`src/rtl/key_led_pkg.sv`:
```
// Shared definitions for the key-driven LED mode controller: mode encodings,
// key bit positions and the per-mode pattern reload value.
package key_led_pkg;

    typedef enum logic [1:0] {
        MODE_ALL   = 2'd0,
        MODE_BLINK = 2'd1,
        MODE_SHL   = 2'd2,
        MODE_SHR   = 2'd3
    } mode_t;

    localparam int KEY_NEXT = 0;
    localparam int KEY_PREV = 1;
    localparam int KEY_RUN  = 2;
    localparam int KEY_RST  = 3;

    // Widest LED bank the reload helper can describe; callers truncate to their width.
    localparam int LED_W_MAX = 64;

    function automatic logic [LED_W_MAX-1:0] reload_value(input mode_t m, input int unsigned led_w);
        logic [LED_W_MAX-1:0] one;
        one = LED_W_MAX'(1);
        case (m)
            MODE_SHL: return one;
            MODE_SHR: return one << (led_w - 1);
            // led_w == LED_W_MAX shifts out to zero, and zero minus one is still all ones
            default:  return (one << led_w) - one;
        endcase
    endfunction

endpackage

```
`src/rtl/tick_gen.sv`:
```
// Prescaler: pulses tick once every TICK_DIV enabled cycles. clr restarts the
// interval; a disabled counter holds its value so a pause loses nothing.
module tick_gen #(
    parameter int TICK_DIV = 12_500_000
) (
    input  logic clk,
    input  logic reset,
    input  logic en,
    input  logic clr,
    output logic tick
);

    localparam int CW = (TICK_DIV > 1) ? $clog2(TICK_DIV) : 1;
    localparam logic [CW-1:0] LAST = CW'(TICK_DIV - 1);

    logic [CW-1:0] count;

    assign tick = en && !clr && (count == LAST);

    always_ff @(posedge clk) begin
        if (reset) begin
            count <= '0;
        end else if (clr) begin
            count <= '0;
        end else if (en) begin
            count <= (count == LAST) ? '0 : count + CW'(1);
        end
    end

endmodule

```
`src/rtl/key_led_mode.sv`:
```
// LED mode controller: key pulses select mode, pause/resume and restart; the
// pattern register steps once per prescaler tick while running.
module key_led_mode
    import key_led_pkg::*;
#(
    parameter int TICK_DIV = 12_500_000,
    parameter int LED_W    = 4
) (
    input  logic             clk,
    input  logic             reset,
    input  logic [3:0]       press,
    output logic [LED_W-1:0] led,
    output logic [1:0]       mode,
    output logic             running
);

    mode_t            mode_q, mode_d;
    logic             run_q, run_d;
    logic [LED_W-1:0] pat_q, pat_d, advanced;
    logic             reload;
    logic             tick;

    tick_gen #(.TICK_DIV(TICK_DIV)) u_tick_gen (
        .clk   (clk),
        .reset (reset),
        .en    (run_q),
        .clr   (reload),
        .tick  (tick)
    );

    always_comb begin
        advanced = pat_q;
        case (mode_q)
            MODE_BLINK: advanced = ~pat_q;
            MODE_SHL:   advanced = {pat_q[LED_W-2:0], pat_q[LED_W-1]};
            MODE_SHR:   advanced = {pat_q[0], pat_q[LED_W-1:1]};
            default:    advanced = pat_q;
        endcase
    end

    // Restart outranks everything; a mode step and a run toggle may coexist.
    always_comb begin
        mode_d = mode_q;
        run_d  = run_q;
        reload = 1'b0;
        pat_d  = pat_q;
        if (press[KEY_RST]) begin
            reload = 1'b1;
            run_d  = 1'b1;
        end else begin
            if (press[KEY_NEXT] && !press[KEY_PREV]) begin
                mode_d = mode_t'(mode_q + 2'd1);
                reload = 1'b1;
            end else if (press[KEY_PREV] && !press[KEY_NEXT]) begin
                mode_d = mode_t'(mode_q - 2'd1);
                reload = 1'b1;
            end
            if (press[KEY_RUN]) begin
                run_d = !run_q;
            end
        end
        if (reload) begin
            pat_d = LED_W'(reload_value(mode_d, LED_W));
        end else if (tick) begin
            pat_d = advanced;
        end
    end

    always_ff @(posedge clk) begin
        if (reset) begin
            mode_q <= MODE_ALL;
            run_q  <= 1'b1;
            pat_q  <= '1;
        end else begin
            mode_q <= mode_d;
            run_q  <= run_d;
            pat_q  <= pat_d;
        end
    end

    assign led     = pat_q;
    assign mode    = mode_q;
    assign running = run_q;

endmodule

```
`config.mk`:
```
export PLATFORM = sky130hd
export DESIGN_NAME = key_led_mode
export DESIGN_NICKNAME = d
export VERILOG_FILES = /design/src/rtl/key_led_pkg.sv /design/src/rtl/tick_gen.sv /design/src/rtl/key_led_mode.sv
export SDC_FILE = /design/constraint.sdc
export NUM_CORES = 1
export LEC_CHECK = 0
export BUFFER_PORTS_ARGS = -buffer_cell sky130_fd_sc_hd__buf_2
export CORE_ASPECT_RATIO = 0.5
export CORE_UTILIZATION = 30
export CTS_CLUSTER_SIZE = 16
export DETAILED_ROUTE_END_ITERATION = 16
export SYNTH_ARGS = -nofsm -noshare
export SYNTH_HDL_FRONTEND = slang
export SYNTH_SLANG_ARGS = --single-unit
```
`constraint.sdc`:
```
create_clock -name clk -period 2.64 [get_ports clk]
set_input_delay 0.264 -clock clk [delete_from_list [all_inputs] [get_ports clk]]
set_output_delay 0.264 -clock clk [all_outputs]
set_load 0.1 [all_outputs]
```
# Word-level counts from Yosys, hierarchy flattened
# Cells that the tools add are included.
[totals]
regBits = 31
wordCells = 38
[classes]
n_reduce_logical = 13
mux = 11
bitwise_logic = 1
addsub = 3
n_eq_ne = 6
[op_table]
columns = ["operator", "count"]
rows = [
  ["24-bit by 1-bit adder with 24-bit output (second input constant)", 1],
  ["24-bit == test (second input constant)", 1],
  ["24-bit 2-to-1 mux", 1],
  ["4-bit case mux with 3 select lines", 1],
  ["2-bit == test (second input constant)", 4],
  ["4-bit 2-to-1 mux", 2],
  ["4-bit case mux with 2 select lines", 1],
  ["2-bit 2-to-1 mux", 3],
  ["1-bit logical AND", 4],
  ["1-bit zero test", 4],
  ["4-bit inverter", 1],
  ["4-bit nonzero test", 1],
  ["2-bit OR reduction", 2],
  ["1-bit 2-to-1 mux", 3],
  ["2-bit by 1-bit adder with 2-bit output (second input constant)", 1],
  ["2-bit by 1-bit == test with 1-bit output (second input constant)", 1],
  ["2-bit AND reduction", 1],
  ["2-bit nonzero test", 1],
  ["2-bit by 1-bit subtractor with 2-bit output (second input constant)", 1],
]

# Logic depth before layout (Yosys ltp)
# Gate-level depths: netlist of the first run.
[depth]
ltp_word = 10
mapped_depth = 7

# Modules after synthesis
# From an unflattened synthesis of the first run, not the netlist that was laid out.
[hier_totals]
cells_unflattened = 195
area_unflattened_um2 = 1670.4
[by_module_without_submodules]
columns = ["module", "n_inst", "area_each_um2", "cells_each", "seq_area_each_um2"]
rows = [
  ["tick_gen", 1, 1179.9, 141, 480.5],
  ["key_led_mode", 1, 490.5, 54, 140.1],
]

# Worst setup path after synthesis of the first run
# Ideal clock, no wire load.
[synth_path]
path_kind = "register -> register"
start = "reg mode_q[0] (netlist: mode[0])"
end = "reg pat_q[0] (netlist: led[0])"
path_slack_ps = -150
arrival_time_ps = 2722
setup_time_ps = 68
period_less_slack_ps = 2790
required_time_ps = 2572
path_stages_with_launch = 8
cell_sequence = "dfxtp_1 inv_1 ha_1 nor2b_1 or4_1 clkbuf_1 or4_1 nand4b_1"
[synth_between]
elab_chain_len = 7
[synth_lines]
columns = ["item", "line", "rtl"]
rows = [
  ["from (decl)", "key_led_mode.sv:17", "mode_t mode_q, mode_d;"],
  ["from (signal assigned)", "key_led_mode.sv:75", "mode_q <= mode_d;"],
  ["2-bit by 1-bit subtractor with 2-bit output", "key_led_mode.sv:55", "mode_d = mode_t'(mode_q - 2'd1);"],
  ["2-bit 2-to-1 mux", "key_led_mode.sv:54", "end else if (press[KEY_PREV] && !press[KEY_NEXT]) begin"],
  ["2-bit 2-to-1 mux", "key_led_mode.sv:51", "if (press[KEY_NEXT] && !press[KEY_PREV]) begin"],
  ["2-bit 2-to-1 mux", "key_led_mode.sv:47", "if (press[KEY_RST]) begin"],
  ["2-bit == test", "key_led_pkg.sv:23", "case (m)"],
  ["4-bit case mux with 2 select lines", "key_led_pkg.sv:23", ""],
  ["4-bit 2-to-1 mux", "key_led_mode.sv:62", "if (reload) begin"],
  ["to (signal assigned)", "key_led_mode.sv:77", "pat_q <= pat_d;"],
  ["to (decl)", "key_led_mode.sv:19", "logic [LED_W-1:0] pat_q, pat_d, advanced;"],
]
# Several ways; a longest one is shown, not always the timed one. The select of a mux whose other input is x is not followed.
# A chain may end at the register's enable or synchronous reset.

# Worst setup path after layout of the first run
[layout_path]
start = "reg u_tick_gen.count[0]"
end = "reg pat_q[0] (netlist: led[0])"
[layout_between]
elab_chain_len = 4
[layout_lines]
columns = ["item", "line", "rtl"]
rows = [
  ["from (decl)", "tick_gen.sv:16", "logic [CW-1:0] count;"],
  ["from (signal assigned)", "tick_gen.sv:26", "count <= (count == LAST) ? '0 : count + CW'(1);"],
  ["24-bit == test", "tick_gen.sv:18", "assign tick = en && !clr && (count == LAST);"],
  ["1-bit logical AND", "tick_gen.sv:18", ""],
  ["2-bit nonzero test (no line)", "n/a", ""],
  ["2-bit AND reduction (no line)", "n/a", ""],
]
# Every way passes these cells.

==> results of run 1 <==
[logic make-up after synthesis]
family / share of synthesized area (%)
simple gates: 32.75
compound gates: 12.95
flops: 37.78
xor+xnor: 9.063
buf+inv: 3.046
fa+ha+maj: 3.808
mux: 0.6093
[sequential cells by signal, indices dropped and copies added, names as in the netlist]
name              cells
led                   4
mode                  2
running               1
u_tick_gen.count     24
[path summary, 6_finish.rpt]
kind                                                         from                                end  slack, ns
worst max-delay path             u_tick_gen.count[0]$_SDFFE_PP0P_                led[0]$_SDFFE_PP1P_       0.47
worst min-delay path                                        reset                 mode[0]$_SDFF_PP0_       0.20
worst max register to register   u_tick_gen.count[0]$_SDFFE_PP0P_                led[0]$_SDFFE_PP1P_       0.47
worst min register to register  u_tick_gen.count[23]$_SDFFE_PP0P_  u_tick_gen.count[23]$_SDFFE_PP0P_       0.48
[per-layer routing]
| metal | routed length, um | part of all wire, % | up-vias | track usage, % |
|---|---|---|---|---|
| li1 | - | - | 733 | - |
| met1 | 1745 | 49 | 662 | 16.84 |
| met2 | 1629 | 46 | 24 | 22.26 |
| met3 | 158 | 4.4 | 5 | 4.167 |
| met4 | 38 | 1.1 | 0 | 6.621 |
| met5 | 0 | 0 | - | 0 |
[power groups by stage]
stage          clock network (mW)  logic [mW]  registers, mW
6_report                    0.489       0.146          0.493
4_1_cts                     0.503       0.147          0.493
3_5_place_dp                    0       0.146          0.504
5_1_grt                     0.526       0.158          0.494
2_1_floorplan                   0      0.0571          0.564
3_3_place_gp                    0       0.146          0.502
[critical path: cells and delay by family (launching register included)]
kind                       cells  cell delay (ns)
adders and majority gates      1             0.24
and+or+nand+nor                4             1.48
DFF                            1             0.40
[layout make-up]
cell class              instances  area [um2]  share of cell area, %
clock buffers                   6       82.58                  4.377
well taps                      70       87.58                  4.642
multi-input cells             146       972.2                  51.53
repair buffers                 13       67.56                  3.581
inverters                       5       18.77                 0.9947
flip-flops and latches         31       623.1                  33.02
clock inverters                 2       35.03                  1.857
[Yosys cell counts, types with 4 or more instances]
cell type | count | area [um2]
nor3_1 | 7 | 35.03
xnor2_1 | 11 | 96.34
ha_1 | 5 | 62.56
nand3_1 | 9 | 45.04
inv_1 | 5 | 18.77
a221oi_1 | 4 | 35.03
nor4_1 | 4 | 25.02
o31ai_1 | 6 | 45.04
o21ai_0 | 7 | 35.03
clkbuf_1 | 4 | 15.01
dfxtp_1 | 31 | 620.6
a21oi_1 | 9 | 45.04
or3_1 | 9 | 56.30
o211ai_1 | 4 | 30.03
xor2_1 | 6 | 52.55
or4_1 | 10 | 75.07
nand4_1 | 7 | 43.79
nor2_1 | 17 | 63.81
nand2_1 | 9 | 33.78
[metrics by stage]
step	power, mW	util, %	instances	cell area [um2]	worst slack, ns
3_3_place_gp	0.6480	34.76	265	1769	0.6054
2_1_floorplan	0.6207	-	189	1645	0.01090
4_1_cts	1.142	37.07	273	1887	0.4792
6_report	1.128	37.07	273	1887	0.4716
3_5_place_dp	0.6499	34.76	265	1769	0.4905
5_1_grt	1.178	37.07	273	1887	0.3282
[cells in the final DEF (no fill, tap or decap), drive strengths merged]
cell type,n
clkinv,1
nand4b,2
buf,13
or3,10
nor2b,3
or2,1
clkbuf,6
o21bai,2
nor4b,2
ha,5
mux2i,1
dfxtp,31
a21oi,9
nor4,4
nand3,10
nor2,17
nand4,8
inv,5
nor4bb,1
nand3b,1
and3,2
o21ai,7
xnor2,11
or4,10
nand2b,1
o31ai,6
xor2,6
o211ai,4
nor3,7
and4,2
o21a,1
nand2,9
a221oi,4
bufinv,1
==> results.json, run 1 <==
{
  "post_drt_wl_per_cell_um": 13.08,
  "start_kind": "flip-flop",
  "drc": 0,
  "slowest_delay_ns": 0.69,
  "grt_pass1_vias": 1279,
  "ctsHoldBuffers": 0,
  "power.density_nw_per_um2": 598.0,
  "p_comb_share_pct": 12.9,
  "crit_required_ns": 2.87,
  "wl_um": 3571,
  "rsz0062_at_grt": "no",
  "cts_setup_buffers": 0,
  "drive_gt1_share_pct": 13.30,
  "maxSlewViolCount": 0,
  "hpwl_um": 2585,
  "portBuffers": 12,
  "hold_depth": 2,
  "async_flop_share_pct": 0,
  "grt_pass1_wl_um": 5975,
  "initial_core_util_pct": 32.28,
  "ys_warn_count": 0,
  "p_switching_mw": 0.3056,
  "fp.dieW_um": 106.7,
  "grt_antenna_before_repair": 0,
  "arrival_ns": 2.40,
  "final.fill_count": 546,
  "core_area_um2": 5090,
  "nets": 213,
  "netlist_area_um2": 1643,
  "status": "finished clean",
  "setup_viol": 0,
  "dr.pass1.iters": 4,
  "worst_pin_slew_ns": 0.4934,
  "cts_buffers": 5,
  "power.internal_mw": 0.8226,
  "hold_violations": 0,
  "post-route-period-util_pct": 82.14,
  "ys.flop_type": "dfxtp_1",
  "drt_iter0_markers": 40,
  "clock.fmax_mhz": 461.2,
  "ys_ff_latch": 31,
  "clkTransAtPathRegs_ns": 0.07,
  "die-area_um2": 5794,
  "root_buffer": "clkbuf_8",
  "num_vias": 1424,
  "htreeDepth": 2,
  "num_rows": 18,
  "grt_max_degree": 24,
  "overflow": 0,
  "path_cells": "ha_1 -> nand4_1 -> or4_1 -> or4_1 -> nand4b_1",
  "leakage_nw": 0.5881,
  "slowest_stage": "or4_1",
  "avgSynthCellArea_um2": 8.692,
  "finalClockSkew_ns": 0.007446,
  "whs_ns": 0.2021,
  "p_clk_share_pct": 43.4,
  "ys_seq_area_share_pct": 37.78,
  "syn_to_final_growth_pct": 14.85,
  "seq_power_share_pct": 43.7,
  "grt_use_total_pct": 13.63,
  "synthDistinctLibCells": 37,
  "reg2reg_depth": 5,
  "place_congestion": 0.7579,
  "postSynthCellCount": 189,
  "p_sw_share_pct": 27.09,
  "slew_headroom_pct": 67.33,
  "via_per_inst": 5.216,
  "path_max_fanout": 8,
  "crit_top_cell": "or4_1",
  "insertedDiodeCount": 0,
  "cts_buffer_depth": 2,
  "worstSetupPathType": "reg -> reg",
  "layout_min_cycle_time_ns": 2.168,
  "drv_cap": 0,
  "ant_nets": 0,
  "ios": 13,
  "cts_tree": "yes",
  "fin_setup_tns_ns": 0,
  "synth_edf_count": 0,
  "cts-resized-gates": 0,
  "clk_latency_ns": 0.29,
  "worstHoldPathType": "in -> reg",
  "crit_path_end_kind": "flip-flop",
  "fp.dieH_um": 54.33,
  "cts.sinks": 31,
  "vdd_drop_max_uv": 234.4,
  "synth_nets": 200
}
No activity file was read; power rests on OpenSTA's default activity.
==> run 2, diff against run 1 <==
--- a/config.mk
+++ b/config.mk
@@ -5,6 +5,7 @@
 export SDC_FILE = /design/constraint.sdc
 export NUM_CORES = 1
 export LEC_CHECK = 0
+export ABC_AREA = 1
 export BUFFER_PORTS_ARGS = -buffer_cell sky130_fd_sc_hd__buf_2
 export CORE_ASPECT_RATIO = 0.5
 export CORE_UTILIZATION = 30
==> constraint.sdc (replaced) <==
create_clock -name clk -period 2.22 [get_ports clk]
set_input_delay 0.222 -clock clk [delete_from_list [all_inputs] [get_ports clk]]
set_output_delay 0.222 -clock clk [all_outputs]
set_load 0.1 [all_outputs]
==> run 2 against run 1 <==
  * Count of clock-buffer cells in the layout did not move
  * Via count rose by 21%
  * Maximum frequency rose by 37%
  * Critical path depth rose by 4
  * Worst setup slack improved by 0.17 ns
  * Flip-flop and latch count did not move
  * Critical endpoint is now u_tick_gen.count[7]$_SDFFE_PP0P_
  * Largest cell class unchanged
  * Largest power group is now clock
  * Highest routed layer unchanged
==> results.json, run 2 <==
{
  "worst_pin_slew_ns": 0.4917,
  "largest_register_ffs": 24,
  "synth-simple-area-share_pct": 44.76,
  "async_flop_share_pct": 0,
  "num_rows": 20,
  "finalNonFillerCells": 405,
  "synthDistinctLibCells": 28,
  "synth_nets": 310,
  "grt_use_total_pct": 14.59,
  "hold_violations": 0,
  "clk_latency_ns": 0.28,
  "grt_pass1_vias": 1604,
  "rsz0062_at_grt": "no",
  "synth_top_family_by_area": "simple AND/OR/NAND/NOR gates",
  "final_util_pct": 36.20,
  "nets": 328,
  "cts_buffers": 5,
  "worstHoldPathType": "in -> reg",
  "syn_to_final_growth_pct": 15.57,
  "fin_setup_tns_ns": 0,
  "p_switching_mw": 0.3995,
  "portBuffers": 12,
  "drv_cap": 0,
  "ctsHoldBuffers": 0,
  "ys_ff_latch": 31,
  "clock.fmax_mhz": 632.3,
  "post-route-period-util_pct": 71.24,
  "num_vias": 1723,
  "leakage_nw": 0.9509,
  "ios": 13,
  "grt_max_degree": 12,
  "final_cell_area_um2": 2220,
  "start_kind": "flip-flop",
  "drive_gt1_share_pct": 15.14,
  "netlist_area_um2": 1921,
  "layout_common_cells": "nand2_1, nor2_1, inv_1",
  "worstSetupPathType": "reg -> reg",
  "ys_top_cells_by_count": "nand2_1, nor2_1, inv_1",
  "crit_path_end_kind": "flip-flop",
  "avgSynthCellArea_um2": 6.423,
  "yosysMostFrequentCell": "nand2_1",
  "cts-resized-gates": 0,
  "power.internal_mw": 1.052,
  "synthAdderAreaFrac_pct": 3.257,
  "path_max_fanout": 11,
  "synth_compound_area_share_pct": 6.384,
  "postSynthCellCount": 299,
  "layout_commonest_cell": "nand2_1",
  "insertedDiodeCount": 0,
  "synth_edf_count": 0,
  "placed_cell_area_um2": 2076,
  "core_area_um2": 6131,
  "ant_nets": 0,
  "muxShareOfSynthArea_pct": 0,
  "crit_required_ns": 2.39,
  "cts_tree": "yes",
  "synth_top_area_cell": "dfxtp_1",
  "p_sw_share_pct": 27.53,
  "grt_pass1_wl_um": 7445,
  "clkTransAtPathRegs_ns": 0.05,
  "fp.dieW_um": 115.2,
  "dp.cells": 398,
  "fp.dieH_um": 58.58,
  "ys.flop_type": "dfxtp_1",
  "arrival_ns": 1.75,
  "ys_warn_count": 0,
  "cts_buffer_depth": 2,
  "dr.pass1.iters": 4,
  "die-area_um2": 6745,
  "status": "finished clean",
  "slew_headroom_pct": 67.44,
  "synth.area.top_cells": "dfxtp_1, nand2_1, nor2_1, inv_1, nand3_1",
  "p_total_mw": 1.452,
  "drt_iter0_markers": 68,
  "final.fill_count": 669,
  "seq_power_share_pct": 40.4,
  "htreeDepth": 2,
  "ys_seq_area_share_pct": 32.31,
  "post_drt_wl_per_cell_um": 10.22,
  "cts.sinks": 31,
  "hpwl_um": 3206,
  "cts_setup_buffers": 0,
  "synth_top_area_share_pct": 32.31,
  "root_buffer": "clkbuf_16",
  "wl_um": 4140,
  "p_comb_share_pct": 13.2,
  "overflow": 0,
  "via_per_inst": 4.254,
  "vdd_drop_max_uv": 240.0,
  "finalClockSkew_ns": 0.003194,
  "drc": 0,
  "place_congestion": 0.7967,
  "grt_antenna_before_repair": 0,
  "synth_xor_area_share_pct": 2.736,
  "power.density_nw_per_um2": 653.9,
  "setup_viol": 0,
  "largest-register": "u_tick_gen.count",
  "layout_min_cycle_time_ns": 1.581,
  "maxSlewViolCount": 0,
  "p_clk_share_pct": 46.4,
  "initial_core_util_pct": 31.33
}
-- run 2: cell type report --
| class | count | area [um2] | share of cell area [%] |
|---|---|---|---|
| multi-input cells | 218 | 1097 | 49.44 |
| flip-flops and latches | 31 | 620.6 | 27.96 |
| inverters | 48 | 180.2 | 8.117 |
| clock buffers | 6 | 138.9 | 6.257 |
| well taps | 88 | 110.1 | 4.961 |
| repair buffers | 13 | 67.56 | 3.044 |
| clock inverters | 1 | 5.005 | 0.2255 |
-- run 2: routing by layer --
layer / track usage, % / up-vias / routed length [um]
met3: 3.605 / 9 / 159
met1: 19.48 / 724 / 2245
met4: 7.792 / 0 / 95
li1: - / 962 / -
met2: 21.94 / 28 / 1640
met5: 0 / - / 0
-- run 2: kinds of logic (layout without fill, tap and decap cells) --
logic type,count (synthesis),in the layout
and+or+nand+nor,187,187
adders and majority gates,5,5
buffers and inverters,50,68
xor gates and xnor gates,6,6
AOI/OAI and AO/OA,20,20
DFF,31,31
-- run 2: power by group through the flow --
stage	sequential [mW]	clock, mW	combinational, mW
after floorplan	0.671	0	0.0822
after global placement	0.598	0	0.193
after detailed placement	0.598	0	0.193
after CTS	0.586	0.696	0.193
after global routing	0.588	0.717	0.211
final	0.586	0.673	0.192
-- run 2: through the flow --
step,setup slack [ns],hold WS (ns)
final,0.6386,0.1389
after global placement,0.6060,0.4316
after CTS,0.6338,0.1395
after detailed placement,0.6048,0.4328
after floorplan,0.05795,0.2911
after global routing,0.4845,0.1544
-- run 2: worst paths after layout --
check / startpoint / endpoint / slack, ns / cells past startpoint
setup / recovery: u_tick_gen.count[0]$_SDFFE_PP0P_ / u_tick_gen.count[7]$_SDFFE_PP0P_ / 0.64 / 9
hold / removal: press[2] / running$_SDFFE_PP1P_ / 0.14 / 2
setup reg to reg: u_tick_gen.count[0]$_SDFFE_PP0P_ / u_tick_gen.count[7]$_SDFFE_PP0P_ / 0.64 / 9
hold reg to reg: u_tick_gen.count[0]$_SDFFE_PP0P_ / u_tick_gen.count[0]$_SDFFE_PP0P_ / 0.52 / 2
-- run 2: worst max-delay path, cell delays in order (launching register included) --
cell and delay [ns]:
dfxtp_1 0.38, ha_1 0.22, nand3_1 0.12, nor2_1 0.12, nand2_1 0.12, nor2_4 0.15
nor2_2 0.04, buf_4 0.18, o21ai_0 0.08, nor2_1 0.05
